File: config.mk
export PLATFORM = sky130hd
export DESIGN_NAME = i2c_target_rx
export DESIGN_NICKNAME = d
export VERILOG_FILES = /design/src/rtl/i2c_target_rx.sv
export SDC_FILE = /design/constraint.sdc
export NUM_CORES = 1
export LEC_CHECK = 0
export CORE_AREA = 2 2 79 81
export CTS_CLUSTER_DIAMETER = 40
export DETAILED_ROUTE_END_ITERATION = 7
export DIE_AREA = 0 0 81 83
export PLACE_DENSITY = 0.64
export SLEW_MARGIN = 20
export SYNTH_ARGS = -nofsm -noshare
export SYNTH_HDL_FRONTEND = slang
export SYNTH_SLANG_ARGS = --single-unit
File: constraint.sdc
create_clock -name CLK -period 1.9 [get_ports CLK]
set_input_delay 0.38 -clock CLK [delete_from_list [all_inputs] [get_ports CLK]]
set_output_delay 0.38 -clock CLK [all_outputs]
set_load 0.01 [all_outputs]
File: src/rtl/i2c_target_rx.sv
// I2C target engine: synchronises SCL/SDA, decodes START/STOP, ACKs address ADDR,
// receives write bytes and serves read bytes through an open-drain SDA enable.
module i2c_target_rx #(
   parameter logic [6:0] ADDR = 7'h50
) (
   input  logic       CLK,
   input  logic       RST_N,
   input  logic       scl_i,
   input  logic       sda_i,
   output logic       sda_t,
   output logic [7:0] rx_data,
   output logic       rx_valid,
   input  logic       rx_ready,
   input  logic [7:0] tx_data,
   output logic       tx_req,
   output logic       rw,
   output logic       busy
);

   typedef enum logic [2:0] {
      ST_IDLE, ST_ADDR, ST_ADDR_ACK, ST_WR_DATA, ST_WR_ACK, ST_RD_DATA, ST_RD_ACK, ST_WAIT_STOP
   } state_t;

   state_t state, state_nxt;

   logic [1:0] scl_sync, sda_sync;
   logic       scl_hist, sda_hist;
   logic       scl_s, sda_s;
   logic       scl_rise, scl_fall, sda_rise, sda_fall;
   logic       start_det, stop_det;

   logic [7:0] sr;
   logic [6:0] tx_sr;
   logic [2:0] bit_cnt;
   logic       done;
   logic       ack_n;
   logic       addr_hit;

   logic       sda_t_nxt;
   logic       sr_shift, rx_load, rw_load, tx_load, tx_shift, ack_cap, cnt_clr;

   // Preset to 1 so an idle (pulled-up) bus produces no edges when reset releases.
   always_ff @(posedge CLK or negedge RST_N) begin
      if (!RST_N) begin
         scl_sync <= 2'b11;
         sda_sync <= 2'b11;
         scl_hist <= 1'b1;
         sda_hist <= 1'b1;
      end else begin
         // NOTE: non-blocking assignments make each flop take its predecessor's old value, forming a real shift chain.
         scl_sync <= {scl_sync[0], scl_i};
         sda_sync <= {sda_sync[0], sda_i};
         scl_hist <= scl_sync[1];
         sda_hist <= sda_sync[1];
      end
   end

   assign scl_s     = scl_sync[1];
   assign sda_s     = sda_sync[1];
   assign scl_rise  = scl_s & ~scl_hist;
   assign scl_fall  = ~scl_s & scl_hist;
   assign sda_rise  = sda_s & ~sda_hist;
   assign sda_fall  = ~sda_s & sda_hist;
   assign start_det = sda_fall & scl_s;
   assign stop_det  = sda_rise & scl_s;
   assign addr_hit  = (sr[7:1] == ADDR);

   always_ff @(posedge CLK or negedge RST_N) begin
      if (!RST_N) state <= ST_IDLE;
      else        state <= state_nxt;
   end

   always_comb begin
      // NOTE: assigning a default before the case keeps every path covered, so no latch is inferred.
      state_nxt = state;
      if (start_det) begin
         state_nxt = ST_ADDR;
      end else if (stop_det) begin
         state_nxt = ST_IDLE;
      end else begin
         case (state)
            ST_ADDR:     if (scl_fall && done) state_nxt = addr_hit ? ST_ADDR_ACK : ST_WAIT_STOP;
            ST_ADDR_ACK: if (scl_fall) state_nxt = rw ? ST_RD_DATA : ST_WR_DATA;
            ST_WR_DATA:  if (scl_fall && done) state_nxt = ST_WR_ACK;
            // sda_t still holds the ACK/NACK we drove during this ninth clock.
            ST_WR_ACK:   if (scl_fall) state_nxt = sda_t ? ST_WAIT_STOP : ST_WR_DATA;
            ST_RD_DATA:  if (scl_fall && bit_cnt == 3'd7) state_nxt = ST_RD_ACK;
            ST_RD_ACK:   if (scl_fall) state_nxt = ack_n ? ST_WAIT_STOP : ST_RD_DATA;
            default:     state_nxt = state;
         endcase
      end
   end

   always_comb begin
      sda_t_nxt = sda_t;
      sr_shift  = 1'b0;
      rx_load   = 1'b0;
      rw_load   = 1'b0;
      tx_load   = 1'b0;
      tx_shift  = 1'b0;
      ack_cap   = 1'b0;
      cnt_clr   = 1'b0;
      busy      = (state != ST_IDLE);
      if (start_det || stop_det) begin
         sda_t_nxt = 1'b1;
         cnt_clr   = 1'b1;
      end else begin
         case (state)
            ST_ADDR: begin
               if (scl_rise && !done) begin
                  sr_shift = 1'b1;
                  rw_load  = (bit_cnt == 3'd7);
               end
               if (scl_fall && done) begin
                  sda_t_nxt = ~addr_hit;
                  cnt_clr   = 1'b1;
               end
            end
            ST_ADDR_ACK: begin
               if (scl_fall) begin
                  sda_t_nxt = rw ? tx_data[7] : 1'b1;
                  tx_load   = rw;
                  cnt_clr   = 1'b1;
               end
            end
            ST_WR_DATA: begin
               if (scl_rise && !done) begin
                  sr_shift = 1'b1;
                  rx_load  = (bit_cnt == 3'd7);
               end
               if (scl_fall && done) begin
                  sda_t_nxt = ~rx_ready;
                  cnt_clr   = 1'b1;
               end
            end
            ST_WR_ACK: if (scl_fall) sda_t_nxt = 1'b1;
            ST_RD_DATA: begin
               if (scl_fall) begin
                  if (bit_cnt == 3'd7) begin
                     sda_t_nxt = 1'b1;
                     cnt_clr   = 1'b1;
                  end else begin
                     sda_t_nxt = tx_sr[6];
                     tx_shift  = 1'b1;
                  end
               end
            end
            ST_RD_ACK: begin
               ack_cap = scl_rise;
               if (scl_fall && !ack_n) begin
                  sda_t_nxt = tx_data[7];
                  tx_load   = 1'b1;
                  cnt_clr   = 1'b1;
               end
            end
            default: ;
         endcase
      end
   end

   always_ff @(posedge CLK or negedge RST_N) begin
      if (!RST_N) begin
         sda_t    <= 1'b1;
         rx_data  <= 8'h00;
         rx_valid <= 1'b0;
         tx_req   <= 1'b0;
         rw       <= 1'b0;
         sr       <= 8'h00;
         tx_sr    <= 7'h00;
         bit_cnt  <= 3'd0;
         done     <= 1'b0;
         ack_n    <= 1'b1;
      end else begin
         sda_t    <= sda_t_nxt;
         rx_valid <= rx_load;
         tx_req   <= tx_load;
         if (sr_shift) sr <= {sr[6:0], sda_s};
         if (rx_load)  rx_data <= {sr[6:0], sda_s};
         if (rw_load)  rw <= sda_s;
         if (ack_cap)  ack_n <= sda_s;
         if (tx_load)       tx_sr <= tx_data[6:0];
         else if (tx_shift) tx_sr <= {tx_sr[5:0], 1'b0};
         // The counter wraps to 0 on the eighth bit; done marks the byte boundary.
         if (cnt_clr) begin
            bit_cnt <= 3'd0;
            done    <= 1'b0;
         end else if (sr_shift || tx_shift) begin
            bit_cnt <= bit_cnt + 3'd1;
            if (sr_shift && bit_cnt == 3'd7) done <= 1'b1;
         end
      end
   end

endmodule
# ---- Word level (Yosys, flattened, before mapping)
# Cells that the tools add are included.
dict set report word_totals {
  regBits 41
  in_bits 13
  elab_cells 121
}
dict set report classes {
  bitwise 12
  muxes 54
  eq_ne 20
  n_reduce_logical 19
  addsub 1
}
# cell count
set op_table {}
lappend op_table {{3-bit two-way mux} 13}
lappend op_table {{1-bit two-way mux} 34}
lappend op_table {{4-bit inequality test (second input constant)} 6}
lappend op_table {{3-bit inequality test (second input constant)} 6}
lappend op_table {{3-bit one-hot mux with 6 select lines} 1}
lappend op_table {{7-bit two-way mux} 2}
lappend op_table {{7-bit AND reduction} 2}
lappend op_table {{3-bit == test (second input constant)} 4}
lappend op_table {{8-bit nonzero test} 1}
lappend op_table {{7-bit == test (second input constant)} 1}
lappend op_table {{7-bit nonzero test} 1}
lappend op_table {{1-bit AND} 6}
lappend op_table {{3-bit by 2-bit == test with 1-bit output (second input constant)} 2}
lappend op_table {{1-bit inverter} 6}
lappend op_table {{1-bit one-hot mux with 6 select lines} 1}
lappend op_table {{2-bit nonzero test} 3}
lappend op_table {{1-bit logical AND} 5}
lappend op_table {{1-bit one-hot mux with 4 select lines} 1}
lappend op_table {{3-bit by 1-bit adder with 3-bit output (second input constant)} 1}
lappend op_table {{3-bit by 1-bit == test with 1-bit output (second input constant)} 1}
lappend op_table {{3-bit nonzero test} 1}
lappend op_table {{1-bit zero test} 2}
lappend op_table {{1-bit logical OR} 2}
lappend op_table {{2-bit two-way mux} 1}
lappend op_table {{other kinds (3)} 3}

# ---- Logic depth before layout (Yosys ltp)
# Gate-level depths: netlist of the first run.
dict set report depth {
  word_depth 10
  ltp_mapped 8
  mapped_depth_nobuf 7
}

# ---- Least setup slack after synthesis of the first run
# Ideal clock, no wire load.
dict set report synth_path {
  path_kind {reg-to-reg}
  from {register bit_cnt[0]}
  to {register bit_cnt[1]}
  stages_incl_launch_ff 8
  synth_period_minus_slack_ns 1.750
  t_arrival_ns 1.629
  n_path_buf 1
  slack_ns 0.150
  path_cell_list {dfrtp_1 -> ha_1 -> ha_1 -> buf_4 -> nor4_4 -> nor2_4 -> mux2i_1 -> nor2_1}
}
dict set report synth_via {
  elab_chain_len 7
  elab_cells_between_ends 14
}
# item line_no
set synth_lines {}
lappend synth_lines {{from (decl)} 34} ;# logic [2:0] bit_cnt;
lappend synth_lines {{from (signal assigned)} 188} ;# bit_cnt <= bit_cnt + 3'd1;
lappend synth_lines {{parallel branches: the longest is 7 deep, another holds 1-bit one-hot mux with 4 select lines} --}
# Parallel ways; which one is timed is not known. The select of a mux whose other input is x is not followed.
# A chain may end at the register's enable or synchronous reset.

# ---- Worst setup path after layout of the first run
dict set report layout_path {
  from {register bit_cnt[0]}
  to {register state[1]}
}
dict set report layout_via {
  elab_chain_len 4
}
# item line_no
set layout_lines {}
lappend layout_lines {{3-bit == test} 87} ;# ST_RD_DATA: if (scl_fall && bit_cnt == 3'd7) state_nxt = ST_RD_ACK;
lappend layout_lines {{1-bit logical AND} 87}
lappend layout_lines {{4-bit inequality test (no line)} --}
lappend layout_lines {{7-bit AND reduction (no line)} --}
lappend layout_lines {{to (signal assigned)} 70} ;# else state <= state_nxt;
lappend layout_lines {{to (decl)} 24} ;# state_t state, state_nxt;
# No other way between the ends.

==> results of run 1 <==
synthesized netlist by cell type (all sizes together) (3+ instances only):
master	count
nor3	3
nor2	15
buf	5
nand2b	7
dfstp	8
nor2b	4
inv	3
nand2	44
o211ai	3
a22oi	7
dfrtp	33
a21oi	7
a211oi	3
o21ai	4
mux2	10
final cells by class:
| type | count | share of cell area (%) |
|---|---|---|
| timing repair buffer | 42 | 15.0 |
| multi-input combinational | 136 | 35.4 |
| clock inverter | 3 | 0.706 |
| inverter | 3 | 0.454 |
| tap | 75 | 3.78 |
| clock buffer | 5 | 2.77 |
| sequential | 41 | 41.9 |
stage by stage:
step                hold WS (ns)  area [sq um]  setup slack, ns
finish                     0.141          2480            0.133
global route               0.180          2480           0.0142
CTS                        0.162          2470           0.0809
detailed placement         0.347          2360           0.0763
global placement           0.346          2360            0.132
floorplan                 0.0844          1970            0.150
timing repair:
item	4_1_cts	5_1_grt
pin swaps	0	1
buffers inserted	3	1
gates resized for setup	4	0
endpoints found under the setup margin	1	2
hold endpoints to repair	0	0
power groups by stage:
stage	clock, mW	combinational, mW	sequential [mW]
finish	0.550	0.186	0.952
global placement	0	0.179	0.972
detailed placement	0	0.180	0.973
CTS	0.578	0.189	0.952
global route	0.619	0.208	0.958
floorplan	0	0.0986	0.960
routing by layer:
| metal | global-route usage, % | share of wire (%) | vias up | wire length (microns) |
|---|---|---|---|---|
| li1 | - | - | 736 | - |
| met1 | 18.1 | 50 | 708 | 1900 |
| met2 | 17.6 | 45 | 31 | 1720 |
| met3 | 2.93 | 4.1 | 2 | 156 |
| met4 | 4.16 | 0.89 | 0 | 34 |
| met5 | 0 | 0 | - | 0 |
worst min-delay path by stage:
stage	from	endpoint	slack (ns)	cells after the start
2_1_floorplan	RST_N	bit_cnt[0]	0.08	0
3_3_place_gp	scl_sync[0]	scl_sync[1]	0.35	0
3_5_place_dp	scl_sync[0]	scl_sync[1]	0.35	0
4_1_cts	RST_N	sr[2]	0.16	2
5_1_grt	RST_N	sr[2]	0.18	2
6_report	RST_N	rx_data[2]	0.14	2
sequential cells by signal, summed over array words and instances, names as in the netlist:
register  count
bit_cnt       3
state         3
sda_hist      1
rx_valid      1
tx_sr         7
sda_sync      2
sda_t         1
rw            1
ack_n         1
scl_sync      2
sr            8
tx_req        1
rx_data       8
done          1
scl_hist      1
kinds of logic (layout without fill, tap and decap cells):
family	Yosys count	in the layout
AOI/OAI and AO/OA	33	33
xor gates and xnor gates	2	2
adders and majority gates	2	2
muxes	12	12
buffers and inverters	10	53
DFF	41	41
and+or+nand+nor	87	87
==> metrics, run 1 <==
outcome finished clean; Synth Cell Area 1970 sq um; Worst-Skew Late Latency 0.28 ns; MaxCap Viol Count 0; GRT overflow 0; WP depth 6; drt pass-1 iters 4; R2R Path End state[1]; fin. max-slew vios 0; Synth Area in Compound Gates 12.3%; WL final 3810 microns; Post-Synth Adder-Cell Area 1.27%; row count 28; # port buffers 25; minimum clock period 1.77 ns; num ports 26; Final period util 93.0%; ys async rst share 100%; non-filler cells, final 305; setup TNS 0 ns; WL per Instance 12.5 microns; Setup CP Type reg2reg; syn_nets 202; WP buf/inv 0; Vias 1477; Die Y 83 microns; Syn. warnings 0; Core Area 5820 sq um; Die Wd 81 microns; Fmax 0.566 GHz; CP most frequent cell ha_1; Max VDD drop 0.000300 V; share of cells above drive strength 1 25.2%; Synth Area in Simple Gates 22.9%; global-route wire length before repair 6490 microns; post-layout util 42.6%; CTS HTree Levels 2; R2R Setup Slk 0.13 ns; Most used DFF post-synth dfrtp_1; RSZ-0062 raised after global routing false; Synth Register Bits 41; TritonCTS Buffers 5; Die Area 6720 sq um; Post-Syn Instances 187; DP HPWL 2680 microns; post-synthesis mux area share 6.73%; max incr delay on CP 0.40 ns; Starting Density 33.9%; crit path launch bit_cnt[0]; maximum clock path buffer count 2; DRC 0; P_leak 1.09 nW; Syn Area/Cell 10.5 sq um; Vias/cell 4.84; Seq/Total Area, Yosys 52.5%; pwr dens 681 nW/um^2; Slew @ Worst Pin 0.507 ns; critical path's slowest cell dfrtp_1; Worst R2R Start bit_cnt[0]; Worst EP arrival 1.96 ns; Switch Pwr 429 uW; Final Total Pwr 1.69 mW; cells on worst reg2reg path 6; Worst-path clk slew 0.08 ns; Multi-input gate area 877 sq um; DP Cell Count 293; worst path cell trace ha_1, ha_1, a22oi_1, a21oi_1, o311a_1, a211oi_1; Crit path max-delay family compound AO/OA/AOI/OAI gates; critical path data required time 2.10 ns; TritonCTS clock tree done; storage element area 1040 sq um; DRT antenna net count 0; Area Overhead vs Synth 25.8%; vias in the first global route 1387; crit path capture state[1]; # fillers 583; combinational power share 11.0%; largest family of logic cells by synthesized area simple AND/OR/NAND/NOR gates; Clock Sinks 41; CP startpoint kind flip-flop; part of the power in registers 56.4%; critical path fanouts, max 5; most common cell after layout, fill and taps aside nand2_1; Clk Tree Root Cell clkbuf_8; Max-slew headroom 66.2%; largest net degree at the start of global routing 42; Synth Area in XOR/XNOR 1.27%; starting DRC count in detailed routing 139; clk_skew 0.00304 ns; initial antenna violation count 0; total track usage 12.3%; Netlist cell types 47; Worst Hold Class in2async; Int Pwr 1.26 mW; Synth area leader dfrtp_1; synth top area cells dfrtp_1, dfstp_2, nand2_1; area share of the largest cell type after synthesis 41.9%; GP Congestion 0.843; fin nets 244; Sw Ratio 25.4%; commonest cells after routing, fill and taps aside nand2_1, dfrtp_1, clkdlybuf4s50_1; # hold bufs at CTS 0; Post-synth EDFFs 0; ant diodes 0; Final setup viols 0; power share of the clock group 32.6%; Critical Path Sink Type flip-flop; final-report hold violation count 0
Power figures use the tool's default switching activity.
==> inputs of run 2 (changes only) <==
--- a/config.mk
+++ b/config.mk
@@ -5,11 +5,13 @@
 export SDC_FILE = /design/constraint.sdc
 export NUM_CORES = 1
 export LEC_CHECK = 0
-export CORE_AREA = 2 2 79 81
+export CELL_PAD_IN_SITES_DETAIL_PLACEMENT = 1
+export CELL_PAD_IN_SITES_GLOBAL_PLACEMENT = 2
+export CORE_AREA = 2 2 82 84
 export CTS_CLUSTER_DIAMETER = 40
 export DETAILED_ROUTE_END_ITERATION = 7
-export DIE_AREA = 0 0 81 83
-export PLACE_DENSITY = 0.64
+export DIE_AREA = 0 0 84 86
+export PLACE_DENSITY = 0.83
 export SLEW_MARGIN = 20
 export SYNTH_ARGS = -nofsm -noshare
 export SYNTH_HDL_FRONTEND = slang
==> metrics, run 2 (synthesized netlist as in run 1, its figures left out) <==
Worst R2R Start state[2]; setup TNS 0 ns; Worst-path clk slew 0.08 ns; RSZ-0062 raised after global routing false; ant diodes 0; P_leak 1.10 nW; Setup CP Type reg2reg; TritonCTS Buffers 5; Int Pwr 1.30 mW; Switch Pwr 460 uW; Worst Hold Class in2async; # hold bufs at CTS 0; Post-DP Area 2370 sq um; Slew @ Worst Pin 0.531 ns; Vias 1533; largest net degree at the start of global routing 24; largest registers rx_data (8), sr (8), tx_sr (7); initial antenna violation count 0; # port buffers 25; cells on worst reg2reg path 6; storage element area 1040 sq um; Core Area 6280 sq um; GRT overflow 0; Multi-input gate area 882 sq um; R2R Setup Slk 0.08 ns; part of the power in registers 54.0%; global-route wire length before repair 7870 microns; Final setup viols 0; fin nets 243; R2R Path End rw; post-layout util 39.6%; post-route cell area 2490 sq um; Worst EP arrival 2.01 ns; CTS HTree Levels 2; drt pass-1 iters 4; final-report hold violation count 0; crit path launch state[2]; Clock Sinks 41; # fillers 721; pwr dens 708 nW/um^2; num ports 26; fin. max-slew vios 0; Die Wd 84 microns; Worst-Skew Late Latency 0.30 ns; critical path fanouts, max 13; Vias/cell 5.01; vias in the first global route 1625; starting DRC count in detailed routing 100; most common cell after layout, fill and taps aside nand2_1; row count 29; total track usage 13.8%; outcome finished clean; MaxCap Viol Count 0; share of cells above drive strength 1 24.5%; Starting Density 31.4%; Clk Tree Root Cell clkbuf_8; maximum clock path buffer count 2; Fmax 0.549 GHz; Area Overhead vs Synth 26.1%; TritonCTS clock tree done; DP HPWL 3240 microns; WL final 4440 microns; Sw Ratio 26.1%; Critical Path Sink Type flip-flop; combinational power share 11.1%; clk_skew 0.00810 ns; DRT antenna net count 0; CP startpoint kind flip-flop; commonest cells after routing, fill and taps aside nand2_1, dfrtp_1, clkdlybuf4s50_1; Max VDD drop 0.000313 V; GP Congestion 0.786; Max-slew headroom 64.6%; Final period util 95.8%; power share of the clock group 34.9%; Die Area 7220 sq um; critical path data required time 2.09 ns; Die Y 86 microns; minimum clock period 1.82 ns; DRC 0; WL per Instance 14.5 microns
## run 2: changes by cell type in the layout (fill, tap and decap cells not counted)
cell	previous run	this run
clkbuf_8	5	6
a22oi_1	7	6
clkinvlp_4	1	0
buf_4	17	16
dfrtp_2	3	1
dfrtp_1	30	32
clkinv_4	0	1
clkinv_2	2	1
a22oi_2	0	1
## run 2: power by group through the flow
| stage | logic (mW) | clock network [mW] | registers [mW] |
|---|---|---|---|
| 2_1_floorplan | 0.0986 | 0 | 0.960 |
| 3_3_place_gp | 0.189 | 0 | 0.969 |
| 3_5_place_dp | 0.192 | 0 | 0.970 |
| 4_1_cts | 0.199 | 0.644 | 0.951 |
| 5_1_grt | 0.223 | 0.671 | 0.958 |
| 6_report | 0.196 | 0.615 | 0.951 |
## run 2: per-stage QoR
stage               std cells  hold slack [ns]  worst slack, ns  total power [mW]
floorplan                 187           0.0844            0.150              1.06
global placement          296            0.346            0.121              1.16
detailed placement        296            0.347           0.0912              1.16
CTS                       306           0.0583           0.0749              1.79
global route              306           0.0798          0.00786              1.85
finish                    306           0.0431           0.0795              1.76
## run 2: final cells by class
class / instances / area share, %
Clock buffer: 6 / 3.32
Clock inverter: 2 / 0.553
Inverter: 3 / 0.453
Multi-Input combinational cell: 136 / 35.5
Sequential cell: 41 / 41.7
Tap cell: 77 / 3.87
Timing Repair Buffer: 41 / 14.6
## run 2: routing by layer
layer / GRT usage [%] / up-vias / routed length [microns]
met4: 6.16 / 0 / 84
met1: 17.1 / 776 / 2060
met2: 23.4 / 20 / 2200
li1: - / 732 / -
met3: 2.89 / 5 / 94
met5: 0 / - / 0
## run 2: worst max path at each step
stage | end | slack [ns] | cells after the start
after global routing | tx_sr[0] | 0.008 | 5
after floorplan | bit_cnt[1] | 0.15 | 7
after detailed placement | rw | 0.09 | 5
after CTS | rw | 0.07 | 6
final | rw | 0.08 | 6
after global placement | rw | 0.12 | 5
## run 2: timing repair
item                       in CTS  in global routing
hold endpoints to repair        0                  0
setup endpoints to repair       1                  1
setup buffers                   2                  0
resized for setup               2                  1
## run 2: worst max-delay path, stage by stage (launching register included)
cell and delay, ns:
dfrtp_2 0.42, buf_4 0.18, nor3b_2 0.29, and4bb_2 0.29, nand2_1 0.06, nor2_1 0.12, mux2_2 0.34
